$ cat src/rtl/fp_pkg.sv
// rtl/fp_pkg.sv - shared FP rounding widths and rounding-mode encodings
package fp_pkg;

  localparam int WEXP_DEF = 8;
  localparam int WSIG_DEF = 23;

  localparam logic [2:0] RM_RNE = 3'b000;
  localparam logic [2:0] RM_RZ  = 3'b001;
  localparam logic [2:0] RM_RP  = 3'b010;
  localparam logic [2:0] RM_RM  = 3'b011;
  localparam logic [2:0] RM_RNA = 3'b100;

endpackage

$ cat src/rtl/fp_round_decide.sv
// rtl/fp_round_decide.sv - combinational add-one decision for a rounding mode
module fp_round_decide
  import fp_pkg::*;
(
  input  logic [2:0] roundmode,
  input  logic       sign,
  input  logic       round,
  input  logic       sticky,
  input  logic       lsb,
  output logic       addone
);

  always_comb begin
    addone = 1'b0;
    case (roundmode)
      RM_RNE:  addone = round & (sticky | lsb);
      RM_RZ:   addone = 1'b0;
      RM_RP:   addone = ~sign & (round | sticky);
      RM_RM:   addone = sign & (round | sticky);
      RM_RNA:  addone = round;
      // unassigned encodings truncate like RZ
      default: addone = 1'b0;
    endcase
  end

endmodule

$ cat src/rtl/fp_round_pipe.sv
// rtl/fp_round_pipe.sv - two-stage valid/ready rounding stage for the FP datapath
module fp_round_pipe
  import fp_pkg::*;
#(
  parameter int WEXP = WEXP_DEF,
  parameter int WSIG = WSIG_DEF
) (
  input  logic            clk,
  input  logic            reset,
  input  logic            in_valid,
  output logic            in_ready,
  input  logic [WSIG-1:0] normsum,
  input  logic            round,
  input  logic            sticky,
  input  logic            finalsign,
  input  logic [WEXP-1:0] overexp,
  input  logic [2:0]      roundmode,
  output logic            out_valid,
  input  logic            out_ready,
  output logic [WSIG-1:0] roundsum,
  output logic [WEXP:0]   exp,
  output logic            roundshift,
  output logic            sign_out,
  output logic            inexact,
  output logic            overflow
);

  localparam logic [WEXP:0] EXP_MAX = {1'b0, {WEXP{1'b1}}};

  logic v1, v2, adv1, adv2;
  logic addone_d;

  logic            s1_addone;
  logic [WSIG:0]   s1_sum;
  logic [WSIG-1:0] s1_norm;
  logic [WEXP-1:0] s1_exp;
  logic            s1_sign;
  logic            s1_inexact;

  logic            roundshift_d;
  logic [WSIG-1:0] roundsum_d;
  logic [WEXP:0]   exp_d;

  assign adv2      = ~v2 | out_ready;
  assign adv1      = ~v1 | adv2;
  assign in_ready  = adv1 | reset;
  assign out_valid = v2;

  fp_round_decide u_decide (
    .roundmode (roundmode),
    .sign      (finalsign),
    .round     (round),
    .sticky    (sticky),
    .lsb       (normsum[0]),
    .addone    (addone_d)
  );

  always_ff @(posedge clk) begin
    if (reset) begin
      v1         <= 1'b0;
      s1_addone  <= 1'b0;
      s1_sum     <= '0;
      s1_norm    <= '0;
      s1_exp     <= '0;
      s1_sign    <= 1'b0;
      s1_inexact <= 1'b0;
    end else if (adv1) begin
      v1 <= in_valid;
      if (in_valid) begin
        s1_addone  <= addone_d;
        s1_sum     <= {1'b0, normsum} + (WSIG+1)'(1);
        s1_norm    <= normsum;
        s1_exp     <= overexp;
        s1_sign    <= finalsign;
        s1_inexact <= round | sticky;
      end
    end
  end

  // a carry out leaves the low WSIG sum bits all zero, so no extra masking is needed
  assign roundshift_d = s1_sum[WSIG] & s1_addone;
  assign roundsum_d   = s1_addone ? s1_sum[WSIG-1:0] : s1_norm;
  assign exp_d        = {1'b0, s1_exp} + (roundshift_d ? (WEXP+1)'(2) : (WEXP+1)'(1));

  always_ff @(posedge clk) begin
    if (reset) begin
      v2         <= 1'b0;
      roundsum   <= '0;
      exp        <= '0;
      roundshift <= 1'b0;
      sign_out   <= 1'b0;
      inexact    <= 1'b0;
      overflow   <= 1'b0;
    end else if (adv2) begin
      v2 <= v1;
      if (v1) begin
        roundsum   <= roundsum_d;
        exp        <= exp_d;
        roundshift <= roundshift_d;
        sign_out   <= s1_sign;
        inexact    <= s1_inexact;
        overflow   <= exp_d >= EXP_MAX;
      end
    end
  end

endmodule

$ cat config.mk
export PLATFORM = sky130hd
export DESIGN_NAME = fp_round_pipe
export DESIGN_NICKNAME = d
export VERILOG_FILES = /design/src/rtl/fp_pkg.sv /design/src/rtl/fp_round_decide.sv /design/src/rtl/fp_round_pipe.sv
export SDC_FILE = /design/constraint.sdc
export NUM_CORES = 1
export LEC_CHECK = 0
export CAP_MARGIN = 10
export CORE_MARGIN = 2
export CORE_UTILIZATION = 56
export CTS_CLUSTER_SIZE = 10
export DETAILED_ROUTE_END_ITERATION = 16
export GPL_ROUTABILITY_DRIVEN = 0
export PLACE_DENSITY_LB_ADDON = 0.05
export SYNTH_ARGS = -nofsm -noshare
export SYNTH_HDL_FRONTEND = slang
export SYNTH_HIERARCHICAL = 1
export SYNTH_SLANG_ARGS = --single-unit
$ cat constraint.sdc
create_clock -name clk -period 6.4 [get_ports clk]
set_input_delay 0.64 -clock clk [delete_from_list [all_inputs] [get_ports clk]]
set_output_delay 0.64 -clock clk [all_outputs]
set_load 0.05 [all_outputs]
Yosys cells after proc, flatten, opt, wreduce, memory -nomap -nowiden
Index checks and enable logic that the tools add are counted.
{"block": "word_totals", "register_bits": 96, "in_bits": 41, "out_inout_bits": 38, "wordCells": 38}
{"block": "classes", "add_sub_neg": 2, "order_cmp": 1, "n_eq_ne": 3, "mux": 3, "n_bitwise": 12, "reduce_logical": 3}
{"cell": "adder 23 x 1 -> 24 bit, second input constant", "count": 1}
{"cell": "two-way mux 23 bit", "count": 1}
{"cell": "adder 8 x 2 -> 9 bit", "count": 1}
{"cell": ">= comparator 9 x 8 -> 1 bit, second input constant", "count": 1}
{"cell": "equality test 3 x 2 -> 1 bit, second input constant", "count": 2}
{"cell": "OR 1 bit", "count": 5}
{"cell": "bitwise AND 1 bit", "count": 4}
{"cell": "case mux 1 bit (4 select lines)", "count": 1}
{"cell": "AND reduction 2 bit", "count": 2}
{"cell": "equality test 3 bit, second input constant", "count": 1}
{"cell": "logical NOT 3 bit", "count": 1}
{"cell": "NOT 1 bit", "count": 3}
{"cell": "two-way mux 2 bit", "count": 1}

Longest topological paths before layout
Gate-level depths: netlist of run 1.
{"block": "depth", "ltp_word": 4, "mapped_depth": 9, "mapped_depth_nobuf": 7}

Modules after synthesis
Netlist of run 1, hierarchy kept.
{"module": "fp_round_pipe", "instances": 1, "cells_per_inst": 487, "area_per_inst_um2": 4144.0, "seq_area_each_um2": 1921.8}
{"module": "fp_round_decide", "instances": 1, "cells_per_inst": 6, "area_per_inst_um2": 42.5, "seq_area_each_um2": 0.0}

Least setup slack after synthesis of run 1
Ideal clock, no wire load.
{"block": "synth_timing", "path_kind": "flip-flop to flip-flop", "startpoint": "register s1_addone", "endpoint": "register overflow", "setup_ns": 0.091, "arrival_ns": 2.179, "required_time_ns": 6.309, "slack_ns": 4.130, "path_stages_with_launch": 10, "path_buffers": 2, "period_less_slack_ns": 2.270, "cell_sequence": "dfxtp_1 > clkbuf_1 > buf_2 > nand2_1 > ha_1 > fa_1 > nand3_1 > o21a_1 > o2111ai_1 > a311oi_1"}
{"block": "synth_between", "elab_chain_cells": 4}
{"item": "start, declared", "line_no": "fp_round_pipe.sv:33", "rtl": "logic s1_addone;"}
{"item": "start signal, assigned", "line_no": "fp_round_pipe.sv:70", "rtl": "s1_addone <= addone_d;"}
{"item": "bitwise AND 1 bit", "line_no": "fp_round_pipe.sv:81", "rtl": "assign roundshift_d = s1_sum[WSIG] & s1_addone;"}
{"item": "two-way mux 2 bit", "line_no": "fp_round_pipe.sv:83", "rtl": "assign exp_d = {1'b0, s1_exp} + (roundshift_d ? (WEXP+1)'(2) : (WEXP+1)'(1));"}
{"item": "adder 8 x 2 -> 9 bit", "line_no": "fp_round_pipe.sv:83"}
{"item": ">= comparator 9 x 8 -> 1 bit", "line_no": "fp_round_pipe.sv:102", "rtl": "overflow <= exp_d >= EXP_MAX;"}
{"item": "end signal, assigned", "line_no": "fp_round_pipe.sv:93", "rtl": "overflow <= 1'b0;"}
{"item": "end signal, assigned", "line_no": "fp_round_pipe.sv:102"}
{"item": "end, declared", "line_no": "fp_round_pipe.sv:25", "rtl": "output logic overflow"}
No other way between the ends.
A chain may end at the register's enable or synchronous reset.

Final worst setup path of run 1
{"block": "layout_timing", "startpoint": "input reset", "endpoint": "output in_ready"}
{"block": "layout_between", "elab_chain_cells": 1}
{"item": "start, declared", "line_no": "fp_round_pipe.sv:9", "rtl": "input logic reset,"}
{"item": "OR 1 bit", "line_no": "fp_round_pipe.sv:46", "rtl": "assign in_ready = adv1 | reset;"}
{"item": "end, declared", "line_no": "fp_round_pipe.sv:11", "rtl": "output logic in_ready,"}
No other way between the ends.

==> out/qor.csv, run 1 <==
stage;metric;value;unit
die;chip height;90.5;um
clock_network;# Post-CTS Setup Buffers;0;
setup_path;critical path class;in -> out;
detailed_routing;vias per cell;5.51;
placement;dpl cells;636;
hold_path;path type of the worst min-delay path;reg -> reg;
die;horizontal die dimension;90.5;um
power;overall power of the completed layout;1330;uW
layout;multi-input gate area in the final layout;2080;um2
global_routing;via count of the first global-routing pass;3277;
layout;most frequent cells in the layout;96 x sky130_fd_sc_hd__dfxtp_1, 91 x sky130_fd_sc_hd__nand2_1, 77 x sky130_fd_sc_hd__clkdlybuf4s50_1;
die;count of pins on the block boundary;79;
detailed_routing;iteration-0 DRC count of the detailed router;180;
power;Lkg Pwr;0.00179;uW
clock_network;clock tree root buffer cell;sky130_fd_sc_hd__clkbuf_8;
clock_network;later-pin clock latency in the skew report;0.35;ns
synth;sequential element share of the synthesized area;45.9;%
die;standard cell core area;7250;um2
setup_path;critical path data required time;5.76;ns
detailed_routing;wire per inst;13.6;um
sta;achievable frequency;315;MHz
layout;Syn-to-layout area delta;23.7;%
detailed_routing;total DRC errors in the routed layout;0;
job;number of maximum-capacitance violations;0;
detailed_routing;iteration count of the initial detailed-routing pass;4;
synth;average size of a mapped cell;8.49;um2
sta;pin slew with the least headroom to its limit;1.10;ns
placement;HPWL after DPL;5.75;mm
clock_network;TritonCTS clock tree;yes;
layout;number of nets in the finished design;593;
layout;most common cell after layout, fill and taps aside;sky130_fd_sc_hd__dfxtp_1;
die;starting density of the core;57.7;%
sta;Period Utilization, post-route;49.6;%
layout;finished layout cell area;5180;um2
clock_network;H-tree depth reported by CTS;3;
synth;Cells after Synth;493;
placement;Cell Area, Placed;4950;um2
placement;count of buffers inserted at the top-level ports;78;
global_routing;total global-route track usage;22.1;%
layout;Seq. cell area;1920;um2
synth;synthesized netlist net count;538;
global_routing;grt ovf;0;
clock_network;Reg clk slew, reported paths;0.08;ns
synth;Mapped Area;4190;um2
detailed_routing;detailed-route via count;3590;
synth;number of flip-flops and latches in the synthesized netlist;96;
setup_path;CP Launch Type;primary input;
die;total number of placement rows;31;
global_routing;antenna violations before repair;0;
setup_path;Critical Path Sink Type;output port;
clock_network;post-cts gate resize count;0;
die;total die area;8180;um2
setup_path;crit path DAT;2.53;ns
detailed_routing;remaining number of nets flagged by the antenna check after routing;0;
sta;final setup fails;0;
clock_network;cts-stage hold buffer count;0;
clock_network;# clock sinks;96;
power;total power per unit cell area;257;nW/um2
sta;final hold violations;0;
power;IR drop worst, VDD;0.120;mV
sta;max-slew violation total from the final report;0;
layout;final cell count without fillers;652;
layout;final antenna diode count;0;
layout;fraction of layout cells with a size suffix above 1;4.70;%
detailed_routing;Routed WL;8.85;mm
sta;headroom to the max-slew limit;26.9;%
synth;yosys synthesis warning count;6;
status;run status;finished clean;
clock_network;maximum buffer depth of the clock tree;2;
sta;worst clock skew;0.00941;ns
layout;FILL cells;590;
sta;Tmin final;3.17;ns
setup_path;critical path fanouts, max;97;
global_routing;wire length of the first global-routing pass;15.1;mm
sta;final hold slack;0.457;ns
sta;Total Neg Setup Slack;0;ns
global_routing;pin count of the biggest net entering global routing;98;
sta;unrepaired setup endpoints after global routing;no;
synth;number of unique standard cell types used by synthesis;44;
clock_network;number of buffers inserted during clock tree synthesis;9;
==> registers in the layout (all words and copies together) (netlist names), 8 cells and up <==
name      flops
exp           9
s1_exp        8
roundsum     23
s1_sum       24
s1_norm      23
==> cells in the mapped netlist <==
cell	count	share of area (%)
sky130_fd_sc_hd__fa_1	1	0.48
sky130_fd_sc_hd__buf_6	2	0.54
sky130_fd_sc_hd__xor2_1	11	2.3
sky130_fd_sc_hd__mux2i_1	23	5.5
sky130_fd_sc_hd__a211oi_1	39	7.0
sky130_fd_sc_hd__nand2b_1	2	0.30
sky130_fd_sc_hd__o2111ai_1	1	0.21
sky130_fd_sc_hd__nand2_2	1	0.15
sky130_fd_sc_hd__or3_4	1	0.27
sky130_fd_sc_hd__xnor2_1	5	1.0
sky130_fd_sc_hd__or3b_1	1	0.21
sky130_fd_sc_hd__buf_2	2	0.24
sky130_fd_sc_hd__or2b_1	1	0.18
sky130_fd_sc_hd__o21ai_0	2	0.24
sky130_fd_sc_hd__dfxtp_1	96	46
sky130_fd_sc_hd__a21oi_1	44	5.3
sky130_fd_sc_hd__nand3b_1	1	0.18
sky130_fd_sc_hd__buf_1	1	0.090
sky130_fd_sc_hd__ha_1	3	0.90
sky130_fd_sc_hd__o21a_1	1	0.18
sky130_fd_sc_hd__nand4_1	4	0.60
sky130_fd_sc_hd__nor3b_1	1	0.18
sky130_fd_sc_hd__or4_1	9	1.6
sky130_fd_sc_hd__nand3_1	9	1.1
sky130_fd_sc_hd__clkbuf_1	31	2.8
sky130_fd_sc_hd__o2bb2ai_1	1	0.21
sky130_fd_sc_hd__a311oi_1	11	2.3
sky130_fd_sc_hd__o31ai_1	8	1.4
sky130_fd_sc_hd__inv_1	6	0.54
sky130_fd_sc_hd__nand3_2	1	0.24
sky130_fd_sc_hd__o32ai_1	1	0.21
sky130_fd_sc_hd__a21boi_0	1	0.18
sky130_fd_sc_hd__nand3_4	1	0.42
sky130_fd_sc_hd__nor4b_1	1	0.21
sky130_fd_sc_hd__nand4_2	1	0.30
sky130_fd_sc_hd__and3_1	2	0.30
sky130_fd_sc_hd__nor3_1	7	0.84
sky130_fd_sc_hd__and2_1	3	0.45
sky130_fd_sc_hd__and4_1	4	0.84
sky130_fd_sc_hd__or3_1	2	0.30
sky130_fd_sc_hd__buf_4	2	0.36
sky130_fd_sc_hd__or2_2	2	0.30
sky130_fd_sc_hd__nor2_1	56	5.0
sky130_fd_sc_hd__nand2_1	91	8.2
==> routing by layer <==
layer | GRT usage [%] | wire length [um] | vias up
met2 | 35.7 | 4160 | 79
met3 | 3.09 | 334 | 19
li1 | - | - | 1845
met1 | 29.5 | 4170 | 1647
met5 | 0 | 0 | -
met4 | 10.0 | 189 | 0
==> worst max-delay path, cell delays in order <==
cell and delay (ns):
sky130_fd_sc_hd__buf_2 0.08, sky130_fd_sc_hd__buf_4 0.73, sky130_fd_sc_hd__or2_2 0.25, sky130_fd_sc_hd__clkdlybuf4s50_1 0.79
==> stage by stage <==
step           setup WS (ns)  util (%)
2_1_floorplan           4.13         -
3_3_place_gp            3.26      68.3
3_5_place_dp            3.24      68.3
4_1_cts                 3.24      71.4
5_1_grt                 3.13      71.4
6_report                3.23      71.4
==> layout make-up <==
| class | instances | area share (%) |
|---|---|---|
| multi-input cells | 353 | 40.1 |
| flip-flops and latches | 96 | 37.1 |
| repair buffers | 82 | 15.6 |
| clock buffers | 13 | 2.68 |
| well taps | 99 | 2.39 |
| clock inverters | 3 | 1.74 |
| inverters | 6 | 0.435 |
==> final timing paths <==
check / cells after the start / slack [ns] / from / to
setup / recovery: 4 / 3.23 / reset / in_ready
hold / removal: 2 / 0.46 / s1_norm[1]$_SDFFE_PP0P_ / s1_norm[1]$_SDFFE_PP0P_
setup reg to reg: 7 / 4.52 / s1_sum[23]$_SDFFE_PP0P_ / overflow$_SDFFE_PP0P_
hold reg to reg: 2 / 0.46 / s1_norm[1]$_SDFFE_PP0P_ / s1_norm[1]$_SDFFE_PP0P_
==> kinds of logic after synthesis <==
| kind of cell | count (synthesis) | synth area share (%) |
|---|---|---|
| simple gates | 201 | 22.1 |
| compound gates | 109 | 17.2 |
| flops | 96 | 45.9 |
| buf+inv | 44 | 4.54 |
| mux | 23 | 5.50 |
| xor+xnor | 16 | 3.35 |
| fa+ha+maj | 4 | 1.37 |
==> power breakdown <==
group / internal, uW / switching (uW) / total (uW)
combinational: 85.9 / 134 / 220
clock: 261 / 194 / 455
sequential: 635 / 20.8 / 656
(Power assumes the default switching activity.)
==> run 2, diff against run 1 <==
--- a/config.mk
+++ b/config.mk
@@ -7,7 +7,7 @@
 export LEC_CHECK = 0
 export CAP_MARGIN = 10
 export CORE_MARGIN = 2
-export CORE_UTILIZATION = 56
+export CORE_UTILIZATION = 52
 export CTS_CLUSTER_SIZE = 10
 export DETAILED_ROUTE_END_ITERATION = 16
 export GPL_ROUTABILITY_DRIVEN = 0
==> constraint.sdc (replaced) <==
create_clock -name clk -period 3 [get_ports clk]
set_input_delay 0.3 -clock clk [delete_from_list [all_inputs] [get_ports clk]]
set_output_delay 0.3 -clock clk [all_outputs]
set_load 0.05 [all_outputs]
==> run 2 against run 1 <==
Effect of this change: die area is 7.3% higher; setup slack lost 2.5 ns; first-iteration DRC count rose by 17%; combinational power is 120% higher; design area is 0.24% higher; register-to-register slack worse by 3.4 ns; core utilization fell by 4.6 points; non-clock buffer count rose by 2; critical path depth stayed put; clock-buffer cell count down 2; critical path type unchanged; critical endpoint unchanged.
==> out/qor.csv, run 2 (same netlist as run 1, synthesis figures left out) <==
stage;metric;value;unit;change
global_routing;grt ovf;0;;unchanged
layout;most frequent cells in the layout;96 x sky130_fd_sc_hd__dfxtp_1, 91 x sky130_fd_sc_hd__nand2_1, 77 x sky130_fd_sc_hd__clkdlybuf4s50_1;;
sta;headroom to the max-slew limit;34.2;%;+7.3 points
die;total number of placement rows;32;;+3.2%
die;starting density of the core;53.9;%;-3.8 points
clock_network;cts-stage hold buffer count;0;;unchanged
sta;slack of the critical path;0.777;ns;-2.45 ns
sta;final hold violations;0;;unchanged
global_routing;total global-route track usage;22.4;%;+0.28 points
layout;max reg flops;24;;unchanged
die;standard cell core area;7770;um2;+7.1%
clock_network;TritonCTS clock tree;yes;;
global_routing;pin count of the biggest net entering global routing;97;;-1.0%
sta;final setup fails;0;;unchanged
die;total die area;8780;um2;+7.3%
detailed_routing;total DRC errors in the routed layout;0;;unchanged
setup_path;library cell contributing the largest single delay on the critical path;sky130_fd_sc_hd__clkdlybuf4s50_1;;
setup_path;CP Launch Type;primary input;;
sta;Tmin final;2.22;ns;
setup_path;Top Family by Delay on Critical Path;buffers and inverters;;
clock_network;number of buffers inserted during clock tree synthesis;9;;unchanged
detailed_routing;met2 wire length;4.73;mm;+14%
detailed_routing;iteration-0 DRC count of the detailed router;210;;+17%
setup_path;critical path class;in -> out;;
global_routing;antenna violations before repair;0;;unchanged
placement;worst setup timing slack at the placement stage;0.435;ns;-2.80 ns
die;horizontal die dimension;93.7;um;+3.6%
layout;Top Registers;s1_sum x24, roundsum x23, s1_norm x23;;
clock_network;post-cts gate resize count;0;;unchanged
sta;pin slew with the least headroom to its limit;0.987;ns;-0.109 ns
die;chip height;93.7;um;+3.6%
detailed_routing;Routed WL;9.40;mm;+6.3%
clock_network;clock tree root buffer cell;sky130_fd_sc_hd__clkbuf_8;;
setup_path;Critical path buffers and inverters;2;;-1
detailed_routing;detailed-route via count;3615;;+0.70%
setup_path;critical path fanouts, max;4;;-96%
layout;number of nets in the finished design;595;;+0.34%
power;IR drop worst, VDD;0.270;mV;+130%
clock_network;Reg clk slew, reported paths;0.09;ns;about the same
placement;HPWL after DPL;6.51;mm;+13%
detailed_routing;wire per inst;14.3;um;+5.5%
power;Lkg Pwr;0.00179;uW;+0.31%
setup_path;crit path DAT;1.92;ns;-0.61 ns
clock_network;# Post-CTS Setup Buffers;0;;unchanged
setup_path;cell-by-cell trace of the critical path;clkdlybuf4s50_1, nand3b_1, or2_2, clkdlybuf4s50_1;;
setup_path;cell with the most instances on the worst path;sky130_fd_sc_hd__clkdlybuf4s50_1;;
hold_path;path type of the worst min-delay path;reg -> reg;;
layout;most common cell after layout, fill and taps aside;sky130_fd_sc_hd__dfxtp_1;;
clock_network;H-tree depth reported by CTS;3;;unchanged
layout;fraction of layout cells with a size suffix above 1;5.59;%;+0.88 points
setup_path;Critical Path Sink Type;output port;;
die;count of pins on the block boundary;79;;unchanged
global_routing;wire length of the first global-routing pass;15.8;mm;+4.3%
sta;final hold slack;0.450;ns;-0.00607 ns
layout;register bank with the most flops;s1_sum;;
detailed_routing;remaining number of nets flagged by the antenna check after routing;0;;unchanged
layout;Syn-to-layout area delta;24.0;%;
sta;worst clock skew;0.00905;ns;-0.000359 ns
setup_path;worst stage delay on the critical path;0.70;ns;-0.09 ns
sta;achievable frequency;450;MHz;
detailed_routing;iteration count of the initial detailed-routing pass;4;;unchanged
global_routing;via count of the first global-routing pass;3370;;+2.8%
layout;final antenna diode count;0;;unchanged
layout;utilization after layout;66.8;%;-4.6 points
sta;Period Utilization, post-route;74.1;%;
detailed_routing;highest metal used;met4;;
detailed_routing;vias per cell;5.50;;about the same
clock_network;later-pin clock latency in the skew report;0.35;ns;about the same
sta;Total Neg Setup Slack;0;ns;unchanged
placement;count of buffers inserted at the top-level ports;78;;unchanged
status;run status;finished clean;;
power;total power per unit cell area;522;nW/um2;+100%
detailed_routing;met3 WL;371;um;+11%
sta;max-slew violation total from the final report;0;;unchanged
job;number of maximum-capacitance violations;0;;unchanged
setup_path;critical path data required time;2.70;ns;-3.06 ns
sta;unrepaired setup endpoints after global routing;no;;
detailed_routing;Metal-1 WL;4.20;mm;+0.70%
clock_network;maximum buffer depth of the clock tree;2;;unchanged
clock_network;# clock sinks;96;;unchanged
[run 2: cell types whose count changed in the layout (fill, tap and decap cells not counted), sizes merged]
| cell | delta |
|---|---|
| clkinvlp | +1 |
| clkinv | +3 |
| buf | +2 |
| bufinv | -2 |
| clkbuf | -2 |
[run 2: metrics by stage]
stage                     power [uW]  instances  instance area [um2]
final                           2710        657                 5190
after CTS                       2730        657                 5190
after global routing            2860        657                 5190
after global placement          1900        641                 4990
after floorplan                 1720        493                 4190
after detailed placement        1910        641                 4990
[run 2: path summary, 6_finish.rpt]
path,slack (ns),end,depth (start not counted),startpoint
setup / recovery,0.78,in_ready,4,out_ready
hold / removal,0.45,inexact$_SDFFE_PP0P_,2,s1_inexact$_SDFFE_PP0P_
setup reg to reg,1.12,overflow$_SDFFE_PP0P_,7,s1_sum[23]$_SDFFE_PP0P_
hold reg to reg,0.45,inexact$_SDFFE_PP0P_,2,s1_inexact$_SDFFE_PP0P_
[run 2: power breakdown]
| part | total, uW | internal [uW] | switching, uW |
|---|---|---|---|
| Sequential | 1400 | 1350 | 44.5 |
| Clock | 830 | 407 | 422 |
| Combinational | 480 | 189 | 292 |
[run 2: tightest hold or removal path: stages, from the launching register on]
cell	delay, ns
sky130_fd_sc_hd__dfxtp_1	0.32
sky130_fd_sc_hd__nand2_1	0.05
sky130_fd_sc_hd__a21oi_1	0.05
[run 2: metal layers]
metal  vias up  GRT usage, %
li1       1845             -
met4         0          5.68
met2        68          38.9
met1      1691          28.6
met3        11          4.33
met5         -             0
[run 2: layout make-up]
| class | count | area, um2 |
|---|---|---|
| Clock buffer | 11 | 141 |
| Clock inverter | 5 | 56.3 |
| Fill cell | 674 | 2570 |
| Tap cell | 102 | 128 |
| Multi-Input combinational cell | 353 | 2080 |
| Timing Repair Buffer | 84 | 846 |
| Sequential cell | 96 | 1920 |
| Inverter | 6 | 22.5 |
==> run 3, diff against run 2 <==
==> constraint.sdc (replaced) <==
create_clock -name clk -period 2.35 [get_ports clk]
set_input_delay 0.235 -clock clk [delete_from_list [all_inputs] [get_ports clk]]
set_output_delay 0.235 -clock clk [all_outputs]
set_load 0.05 [all_outputs]
==> run 3 against run 2 <==
Effect of this change: clock skew fell by 0.0024 ns; highest routed layer unchanged; via count up 2.5%; die area unchanged; routed wire length decreased by 0.69%.
==> out/qor.csv, run 3 (same netlist as run 1, synthesis figures left out) <==
stage;metric;value;unit;change
status;run status;finished clean;;
global_routing;met1 global-route usage;27.2;%;-1.4 points
placement;count of buffers inserted at the top-level ports;78;;unchanged
setup_path;critical path fanouts, max;10;;+6
power;total power per unit cell area;648;nW/um2;+24%
global_routing;wire length of the first global-routing pass;15.4;mm;-2.1%
global_routing;most used routing layer;met2;;
setup_path;Reg2Reg Capture Point;overflow$_SDFFE_PP0P_;;
clock_network;cts-stage hold buffer count;0;;unchanged
setup_path;worst reg-to-reg setup slack;0.51;ns;-0.61 ns
power;IR drop worst, VDD;0.322;mV;+19%
clock_network;H-tree depth reported by CTS;3;;unchanged
setup_path;launching element of the worst setup path;normsum[0];;
sta;worst clock skew;0.00668;ns;-0.00238 ns
detailed_routing;iteration count of the initial detailed-routing pass;4;;unchanged
setup_path;crit path DAT;2.20;ns;+0.28 ns
sta;final setup fails;0;;unchanged
layout;number of nets in the finished design;606;;+1.8%
clock_network;post-cts gate resize count;0;;unchanged
power;Lkg Pwr;0.00184;uW;+2.6%
sta;pin slew with the least headroom to its limit;0.577;ns;-0.410 ns
clock_network;maximum buffer depth of the clock tree;2;;unchanged
placement;HPWL after DPL;6.57;mm;+0.90%
layout;Syn-to-layout area delta;25.6;%;
detailed_routing;iteration-0 DRC count of the detailed router;133;;-37%
hold_path;Min-Delay Path Depth;2;;unchanged
global_routing;global routing met2 resource utilization;38.2;%;-0.71 points
sta;Tmin final;1.94;ns;
sta;final hold violations;0;;unchanged
layout;fraction of layout cells with a size suffix above 1;7.60;%;+2.0 points
clock_network;# clock sinks;96;;unchanged
setup_path;Worst Reg2Reg Path Length in Cells;7;;unchanged
hold_path;path type of the worst min-delay path;in -> reg;;
layout;most common cell after layout, fill and taps aside;sky130_fd_sc_hd__dfxtp_1;;
setup_path;FF-to-FF Start;s1_sum[23]$_SDFFE_PP0P_;;
layout;final antenna diode count;0;;unchanged
layout;finished layout cell area;5260;um2;+1.3%
layout;Top Registers;s1_sum x24, roundsum x23, s1_norm x23;;
layout;max reg flops;24;;unchanged
global_routing;total global-route track usage;21.9;%;-0.50 points
global_routing;via count of the first global-routing pass;3478;;+3.2%
clock_network;Reg clk slew, reported paths;0.09;ns;about the same
die;total number of placement rows;32;;unchanged
die;total die area;8780;um2;unchanged
die;horizontal die dimension;93.7;um;unchanged
hold_path;hold-critical path endpoint;s1_norm[13]$_SDFFE_PP0P_;;
clock_network;TritonCTS clock tree;yes;;
layout;most frequent cells in the layout;96 x sky130_fd_sc_hd__dfxtp_1, 91 x sky130_fd_sc_hd__nand2_1, 76 x sky130_fd_sc_hd__clkdlybuf4s50_1;;
die;starting density of the core;53.9;%;unchanged
detailed_routing;detailed-route via count;3704;;+2.5%
sta;Total Neg Setup Slack;0;ns;unchanged
global_routing;grt ovf;0;;unchanged
setup_path;CP Launch Type;primary input;;
global_routing;antenna violations before repair;0;;unchanged
detailed_routing;wire per inst;14.0;um;-2.3%
setup_path;critical path class;in -> reg;;
die;count of pins on the block boundary;79;;unchanged
detailed_routing;remaining number of nets flagged by the antenna check after routing;0;;unchanged
hold_path;origin of the worst min-delay path;reset;;
sta;headroom to the max-slew limit;61.5;%;+27 points
sta;unrepaired setup endpoints after global routing;no;;
global_routing;met3 track demand over resource in global routing;3.21;%;-1.1 points
detailed_routing;Routed WL;9.34;mm;-0.69%
sta;Period Utilization, post-route;82.6;%;
clock_network;clock tree root buffer cell;sky130_fd_sc_hd__clkbuf_8;;
detailed_routing;total DRC errors in the routed layout;0;;unchanged
sta;achievable frequency;515;MHz;
detailed_routing;vias per cell;5.54;;+0.77%
clock_network;later-pin clock latency in the skew report;0.35;ns;about the same
layout;register bank with the most flops;s1_sum;;
clock_network;# Post-CTS Setup Buffers;0;;unchanged
setup_path;critical path data required time;2.61;ns;-0.09 ns
setup_path;Critical Path Sink Type;flop;;
sta;max-slew violation total from the final report;0;;unchanged
global_routing;pin count of the biggest net entering global routing;59;;-39%
die;standard cell core area;7770;um2;unchanged
placement;Cell Area, Placed;5070;um2;+1.6%
job;number of maximum-capacitance violations;0;;unchanged
clock_network;number of buffers inserted during clock tree synthesis;9;;unchanged
die;chip height;93.7;um;unchanged
sta;final hold slack;0.275;ns;-0.175 ns
## run 3: cell count changes in the layout (fill, tap and decap cells not counted)
cell,change
sky130_fd_sc_hd__bufinv_16,-1
sky130_fd_sc_hd__clkinv_2,-1
sky130_fd_sc_hd__clkbuf_8,+1
sky130_fd_sc_hd__clkdlybuf4s50_1,-1
sky130_fd_sc_hd__clkinvlp_4,+1
sky130_fd_sc_hd__buf_4,+12
## run 3: how the worst max path moves through the flow
stage | cells past startpoint | end | slack, ns
after floorplan | 9 | overflow$_SDFFE_PP0P_ | 0.08
after global placement | 6 | s1_sum[22]$_SDFFE_PP0P_ | 0.14
after detailed placement | 6 | s1_sum[16]$_SDFFE_PP0P_ | 0.04
after CTS | 6 | s1_sum[20]$_SDFFE_PP0P_ | 0.42
after global routing | 5 | s1_sum[19]$_SDFFE_PP0P_ | 0.25
final | 6 | s1_sum[20]$_SDFFE_PP0P_ | 0.41
## run 3: report_power, final
part	internal (uW)	switching (uW)
registers	1730	57.7
logic	248	372
clock network	443	559
## run 3: layer usage
metal	vias to the layer above	part of all wire [%]
met4	0	1.4
met3	14	4.1
met2	71	49
met5	-	0
met1	1751	45
li1	1868	-
## run 3: through the flow
step	setup WS, ns	util (%)	std cells	total power (uW)
floorplan	0.0801	-	493	2200
global placement	0.142	65.3	652	2430
detailed placement	0.0355	65.3	652	2450
CTS	0.418	67.7	668	3440
global route	0.248	67.7	668	3560
finish	0.409	67.7	668	3410
## run 3: critical path, stage by stage
cell and delay, ns:
sky130_fd_sc_hd__clkdlybuf4s50_1 0.54, sky130_fd_sc_hd__ha_1 0.22, sky130_fd_sc_hd__and4_1 0.27, sky130_fd_sc_hd__nand3_4 0.14, sky130_fd_sc_hd__or4_1 0.53, sky130_fd_sc_hd__a311oi_1 0.26
## run 3: area by class of cell
class	instances	area, um2
Clock buffer	12	155
Clock inverter	4	28.8
Fill cell	661	2510
Inverter	6	22.5
Multi-Input combinational cell	353	2080
Sequential cell	96	1920
Tap cell	102	128
Timing Repair Buffer	95	926
